<file path="config.mk">
export PLATFORM = sky130hd
export DESIGN_NAME = priority_arbiter_rr_flat
export DESIGN_NICKNAME = d
export VERILOG_FILES = /design/src/rtl/priority_arbiter_rr_if.sv /design/src/rtl/priority_arbiter_rr.sv /design/src/flat_wrapper.sv
export SDC_FILE = /design/constraint.sdc
export NUM_CORES = 1
export LEC_CHECK = 0
export CAP_MARGIN = 20
export CELL_PAD_IN_SITES_DETAIL_PLACEMENT = 1
export CELL_PAD_IN_SITES_GLOBAL_PLACEMENT = 2
export CORE_ASPECT_RATIO = 0.75
export CORE_UTILIZATION = 34
export DETAILED_ROUTE_END_ITERATION = 8
export GPL_ROUTABILITY_DRIVEN = 1
export PLACE_DENSITY_LB_ADDON = 0.2
export SYNTH_ARGS = -nofsm -noshare
export SYNTH_HDL_FRONTEND = slang
export SYNTH_SLANG_ARGS = --single-unit
</file>
<file path="constraint.sdc">
create_clock -name clk -period 4.1 [get_ports clk]
set_clock_uncertainty 0.05 [all_clocks]
set_input_delay 0.41 -clock clk [delete_from_list [all_inputs] [get_ports clk]]
set_output_delay 0.41 -clock clk [all_outputs]
set_load 0.02 [all_outputs]
</file>
<file path="src/rtl/priority_arbiter_rr_if.sv">
// Request/grant bundle between requesters and the registered arbiter.
// The timeout pulse only exists when ARB_TIMEOUT_EN is defined.
interface priority_arbiter_rr_if #(
   parameter int NUM_REQ  = 8,
   parameter int IDX_BITS = $clog2(NUM_REQ)
);
   logic [NUM_REQ-1:0]  req;
   logic                rr_mode;
   logic                done;
   logic [NUM_REQ-1:0]  gnt;
   logic [IDX_BITS-1:0] gnt_idx;
   logic                gnt_valid;
`ifdef ARB_TIMEOUT_EN
   logic                timeout;
`endif

   modport master (
      output req, rr_mode, done,
      input  gnt, gnt_idx, gnt_valid
`ifdef ARB_TIMEOUT_EN
      , input timeout
`endif
   );

   modport slave (
      input  req, rr_mode, done,
      output gnt, gnt_idx, gnt_valid
`ifdef ARB_TIMEOUT_EN
      , output timeout
`endif
   );
endinterface

</file>
<file path="src/rtl/priority_arbiter_rr.sv">
// Registered N-way arbiter, fixed-priority or round-robin, holding a grant until release.
// Define ARB_TIMEOUT_EN to add a hold counter that force-releases after TIMEOUT cycles.
module priority_arbiter_rr #(
   parameter int NUM_REQ  = 8,
   parameter int IDX_BITS = $clog2(NUM_REQ)
`ifdef ARB_TIMEOUT_EN
   ,
   parameter int TIMEOUT  = 64,
   parameter int TO_BITS  = $clog2(TIMEOUT + 1)
`endif
) (
   input logic                  clk,
   input logic                  rst_n,
   priority_arbiter_rr_if.slave bus
);

   typedef enum logic {IDLE, GRANT} state_e;

   state_e              state_q, state_d;
   logic [NUM_REQ-1:0]  gnt_q, gnt_d;
   logic [IDX_BITS-1:0] idx_q, idx_d;
   logic [IDX_BITS-1:0] ptr_q, ptr_d;
`ifdef ARB_TIMEOUT_EN
   logic [TO_BITS-1:0]  cnt_q, cnt_d;
   logic                timeout_q, timeout_d;
   logic                hold_expired;
`endif

   logic [NUM_REQ-1:0]  cand;
   logic [IDX_BITS-1:0] win_idx;
   logic [IDX_BITS-1:0] rr_pos;
   logic                win_found;
   logic                release_evt;

   // The current owner never competes in the arbitration that releases it.
   assign cand = bus.req & ~gnt_q;

`ifdef ARB_TIMEOUT_EN
   assign hold_expired = (cnt_q == TO_BITS'(TIMEOUT - 1));
   assign release_evt  = bus.done | ~bus.req[idx_q] | hold_expired;
`else
   assign release_evt  = bus.done | ~bus.req[idx_q];
`endif

   // Later loop iterations overwrite earlier ones, so the last hit is the winner.
   always_comb begin
      win_idx   = '0;
      win_found = 1'b0;
      rr_pos    = '0;
      if (!bus.rr_mode) begin
         for (int i = 0; i < NUM_REQ; i++) begin
            if (cand[i]) begin
               win_idx   = IDX_BITS'(i);
               win_found = 1'b1;
            end
         end
      end else begin
         for (int k = NUM_REQ; k >= 1; k--) begin
            rr_pos = IDX_BITS'((int'(ptr_q) - k + NUM_REQ) % NUM_REQ);
            if (cand[rr_pos]) begin
               win_idx   = rr_pos;
               win_found = 1'b1;
            end
         end
      end
   end

   always_comb begin
      state_d   = state_q;
      gnt_d     = gnt_q;
      idx_d     = idx_q;
      ptr_d     = ptr_q;
`ifdef ARB_TIMEOUT_EN
      cnt_d     = cnt_q;
      timeout_d = 1'b0;
`endif
      case (state_q)
         IDLE: begin
            if (win_found) begin
               state_d = GRANT;
               gnt_d   = NUM_REQ'(1) << win_idx;
               idx_d   = win_idx;
               ptr_d   = win_idx;
`ifdef ARB_TIMEOUT_EN
               cnt_d   = '0;
`endif
            end
         end
         GRANT: begin
            if (release_evt) begin
`ifdef ARB_TIMEOUT_EN
               timeout_d = hold_expired & ~bus.done & bus.req[idx_q];
`endif
               if (win_found) begin
                  gnt_d = NUM_REQ'(1) << win_idx;
                  idx_d = win_idx;
                  ptr_d = win_idx;
`ifdef ARB_TIMEOUT_EN
                  cnt_d = '0;
`endif
               end else begin
                  state_d = IDLE;
                  gnt_d   = '0;
                  idx_d   = '0;
               end
            end else begin
`ifdef ARB_TIMEOUT_EN
               cnt_d = cnt_q + TO_BITS'(1);
`endif
            end
         end
         default: begin
            state_d = IDLE;
            gnt_d   = '0;
            idx_d   = '0;
         end
      endcase
   end

   always_ff @(posedge clk or negedge rst_n) begin
      if (!rst_n) begin
         state_q   <= IDLE;
         gnt_q     <= '0;
         idx_q     <= '0;
         ptr_q     <= '0;
`ifdef ARB_TIMEOUT_EN
         cnt_q     <= '0;
         timeout_q <= 1'b0;
`endif
      end else begin
         state_q   <= state_d;
         gnt_q     <= gnt_d;
         idx_q     <= idx_d;
         ptr_q     <= ptr_d;
`ifdef ARB_TIMEOUT_EN
         cnt_q     <= cnt_d;
         timeout_q <= timeout_d;
`endif
      end
   end

   assign bus.gnt       = gnt_q;
   assign bus.gnt_idx   = idx_q;
   assign bus.gnt_valid = (state_q == GRANT);
`ifdef ARB_TIMEOUT_EN
   assign bus.timeout   = timeout_q;
`endif

endmodule
</file>
<file path="src/flat_wrapper.sv">
// flat-port wrapper written by rule: the top's interface ports become plain ports
module priority_arbiter_rr_flat 
#(
   parameter int NUM_REQ  = 8,
   parameter int IDX_BITS = $clog2(NUM_REQ)

)
  (clk, rst_n, bus_req, bus_rr_mode, bus_done, bus_gnt, bus_gnt_idx, bus_gnt_valid);
  priority_arbiter_rr_if #(.NUM_REQ(NUM_REQ), .IDX_BITS(IDX_BITS)) bus_i ();
  input logic clk;
  input logic rst_n;
  input wire logic [$bits(bus_i.req)-1:0] bus_req;
  input wire logic [$bits(bus_i.rr_mode)-1:0] bus_rr_mode;
  input wire logic [$bits(bus_i.done)-1:0] bus_done;
  output wire logic [$bits(bus_i.gnt)-1:0] bus_gnt;
  output wire logic [$bits(bus_i.gnt_idx)-1:0] bus_gnt_idx;
  output wire logic [$bits(bus_i.gnt_valid)-1:0] bus_gnt_valid;
  assign bus_i.req = bus_req;
  assign bus_i.rr_mode = bus_rr_mode;
  assign bus_i.done = bus_done;
  assign bus_gnt = bus_i.gnt;
  assign bus_gnt_idx = bus_i.gnt_idx;
  assign bus_gnt_valid = bus_i.gnt_valid;
  priority_arbiter_rr #(.NUM_REQ(NUM_REQ), .IDX_BITS(IDX_BITS)) u_core (.clk(clk), .rst_n(rst_n), .bus(bus_i));
endmodule
</file>
==> reports/qor.txt, run 1 <==
post-synth top area share = 22.30%
final core utilization = 44.00%
Post-CTS Hold Buffers = 0
footprint of the multi-input gates = 1222 um2
post-CTS setup buffer count = 0
I/O pins = 24
htree depth = 1
Worst Tran Pin Value = 0.9180 ns
Num CTS Buffers = 3
initial antenna violation count = 0
average wire per standard cell = 21.68 um
largest net degree at the start of global routing = 19
Slew Viols, Final = 0
DP Wirelength = 4.669 mm
fraction of layout cells with a size suffix above 1 = 13.46%
final critical-path required period = 3.860 ns
Die Area = 5238 um2
Slowest cell on crit path = ha_1
relative slew slack = 37.83%
Avg Cell Area, Syn = 9.146 um2
die width = 83.24 um
PortBufs = 23
Power Internal = 0.0009826 W
Clk pwr share = 6.0%
final setup fails = 0
CTS tree = yes
total of max-cap violations = 0
DRC = 0
power per cell area = 1022 nW/um2
maximum vdd drop = 0.0004269 V
Worst Path Required = 4.19 ns
initial core utilization = 36.60%
placer congestion estimate = 0.8519
Ys Warns = 0
ant diodes = 0
grt total ovfl = 0
total iterations of the first detailed-routing run = 4
highest clock rate = 259.1 MHz
worst-path fanout max = 12
core area = 4598 um2
Crit. End Element = flop
Root Buffer = clkbuf_8
critical path class = reg2reg
LEAKAGE = 0.8010 nW
Unique masters post-synth = 55
fin crit share = 94.14%
outcome = complete, no violations
CP arrival = 3.95 ns
DRT antenna net count = 0
top_reg_cell synth = dfrtp_1
Reg area = 375.4 um2
CTS Sinks = 15
Synth area leaders = dfrtp_1 22%, mux4_2 13%, mux2i_1 8.3%
max incr delay on CP = 0.68 ns
RSZ-0062 raised after global routing = false
Comb pwr share = 79.8%
post-synth top area cell = dfrtp_1
synthesized instance count = 184
Post-synth ARST share = 100.0%
first-pass GRT wire length = 9.756 mm
Setup crit start kind = flop
Tot GR Track Use = 23.60%
NetSw = 0.001086 W
Via density = 6.423
vias in the first global route = 1736
Fillers = 535
synthesized area = 1683 um2
FF+latch count, synth = 15
CTS-repair resized insts = 0
clk_lat worst skew = 0.25 ns
post-route setup TNS = 0 ns
sequential share of power = 14.2%
Worst-path clk slew = 0.07 ns
crit path cell chain = clkinv_1, ha_1, inv_1, mux4_2, nor2b_1, or4_1, a31oi_1, o22ai_1, nor2b_4, a32o_1
worst path bufs/invs = 2
Die Y-Extent = 62.93 um
Sw Ratio = 52.50%
syn_nets = 198
largest delay contributor family on the critical path = simple AND/OR/NAND/NOR gates
CTS max path bufs = 2
final net count = 223
via count = 1702
DRC marker count from the first detailed-route iteration = 152
num rows = 21
area delta synth->final = 20.22%
register area share after synthesis = 22.30%
final hold violation count = 0
number of synthesized flops with an enable pin = 0
Hold Crit Class = reg2reg
wirelength, routed = 5.744 mm
[Yosys cell counts, drive strengths merged (2+ instances only)]
master   n
o211ai   2
o31ai    4
mux4    10
a21oi    4
a211o    2
o21ai   14
xnor2    2
buf      5
o22ai    2
nand4b   2
dfrtp   15
inv      7
mux2     2
a31oi    3
clkbuf   4
a221oi   2
nand2b  12
nand2   11
mux2i   14
a32o     8
nor3     4
ha       2
a211oi   4
nor2    13
nor2b   10
[routing by layer]
| layer | GRT usage, % | up-vias | routed length [um] |
|---|---|---|---|
| met4 | 1.509 | 0 | 25 |
| li1 | - | 772 | - |
| met5 | 0 | - | 0 |
| met2 | 36.27 | 64 | 2558 |
| met1 | 36.42 | 862 | 2796 |
| met3 | 3.038 | 4 | 364 |
[through the flow]
step | setup WS (ns) | area (um2) | power (W) | hold WS, ns | cells
2_1_floorplan | 1.130 | 1683 | 0.001470 | 0.06441 | 184
3_3_place_gp | 0.3497 | 1977 | 0.001904 | 0.4798 | 261
3_5_place_dp | 0.2750 | 1977 | 0.001919 | 0.4799 | 261
4_1_cts | 0.2561 | 2023 | 0.002052 | 0.4946 | 265
5_1_grt | 0.02605 | 2023 | 0.002232 | 0.5344 | 265
6_report | 0.2402 | 2023 | 0.002068 | 0.4922 | 265
[cell usage in the layout (no fill, tap or decap), types with 3 or more instances in the layout]
master,netlist,routed
a211oi_1,4,4
a21oi_1,4,4
a31oi_1,3,3
a32o_1,8,8
buf_4,0,6
clkbuf_8,0,3
clkdlybuf4s50_1,0,23
dfrtp_1,15,15
inv_1,6,6
mux2i_1,14,14
mux4_2,10,10
nand2_1,11,11
nand2b_1,12,12
nor2_1,12,12
nor2b_1,9,9
nor3_1,4,4
o21ai_0,14,14
o31ai_1,4,4
[power groups by stage]
stage          Combinational [W]  Sequential, W  Clock, W
6_report                 0.00165       0.000293  0.000125
5_1_grt                  0.00179       0.000304  0.000135
4_1_cts                  0.00163       0.000293  0.000128
3_5_place_dp             0.00162       0.000296         0
3_3_place_gp             0.00161       0.000290         0
2_1_floorplan            0.00118       0.000293         0
[logic make-up (layout without fill, tap and decap cells)]
group | Yosys count | in the layout | share of synthesized area (%)
compound gates | 59 | 59 | 25.80
buf+inv | 17 | 41 | 5.055
flops | 15 | 15 | 22.30
simple gates | 62 | 62 | 20.74
mux | 26 | 26 | 23.05
fa+ha+maj | 2 | 2 | 1.487
xor+xnor | 3 | 3 | 1.562
[final timing paths]
check	from	end	slack (ns)	depth (start not counted)
max in group asynchronous	rst_n	u_core.bus.gnt[3]	3.01	1
hold / removal	u_core.bus.gnt[1]	u_core.bus.gnt[1]	0.49	1
min in group asynchronous	rst_n	u_core.bus.gnt[2]	0.53	1
setup / recovery	u_core.ptr_q[1]	u_core.bus.gnt[5]	0.24	10
setup reg to reg	u_core.ptr_q[1]	u_core.bus.gnt[5]	0.24	10
hold reg to reg	u_core.bus.gnt[1]	u_core.bus.gnt[1]	0.49	1
[layout make-up]
class                   count  area share, %
multi-input cells         152          60.42
flip-flops and latches     15          18.55
repair buffers             29          13.61
well taps                  57          3.525
clock buffers               3          2.041
inverters                   8          1.608
clock inverters             1         0.2474
[registers in the layout, indices dropped and copies added (netlist names)]
signal	flops
u_core.bus.gnt	8
u_core.ptr_q	3
u_core.bus.gnt_idx	3
u_core.bus.gnt_valid	1
(Power assumes the default switching activity.)
==> inputs of run 2 (changes only) <==
--- a/config.mk
+++ b/config.mk
@@ -13,6 +13,7 @@
 export DETAILED_ROUTE_END_ITERATION = 8
 export GPL_ROUTABILITY_DRIVEN = 1
 export PLACE_DENSITY_LB_ADDON = 0.2
+export SKIP_CTS_REPAIR_TIMING = 1
 export SYNTH_ARGS = -nofsm -noshare
 export SYNTH_HDL_FRONTEND = slang
 export SYNTH_SLANG_ARGS = --single-unit
==> results of run 2 <==
No change in the layout: final DEF, timing and power equal those of run 1.
==> inputs of run 3 (changes only) <==
--- a/config.mk
+++ b/config.mk
@@ -5,15 +5,17 @@
 export SDC_FILE = /design/constraint.sdc
 export NUM_CORES = 1
 export LEC_CHECK = 0
-export CAP_MARGIN = 20
+export CAP_MARGIN = 25
 export CELL_PAD_IN_SITES_DETAIL_PLACEMENT = 1
 export CELL_PAD_IN_SITES_GLOBAL_PLACEMENT = 2
 export CORE_ASPECT_RATIO = 0.75
 export CORE_UTILIZATION = 34
+export CTS_CLUSTER_SIZE = 30
 export DETAILED_ROUTE_END_ITERATION = 8
 export GPL_ROUTABILITY_DRIVEN = 1
 export PLACE_DENSITY_LB_ADDON = 0.2
 export SKIP_CTS_REPAIR_TIMING = 1
+export SKIP_LAST_GASP = 1
 export SYNTH_ARGS = -nofsm -noshare
 export SYNTH_HDL_FRONTEND = slang
 export SYNTH_SLANG_ARGS = --single-unit
==> results of run 3 <==
No change in the layout: final DEF, timing and power equal those of run 1.
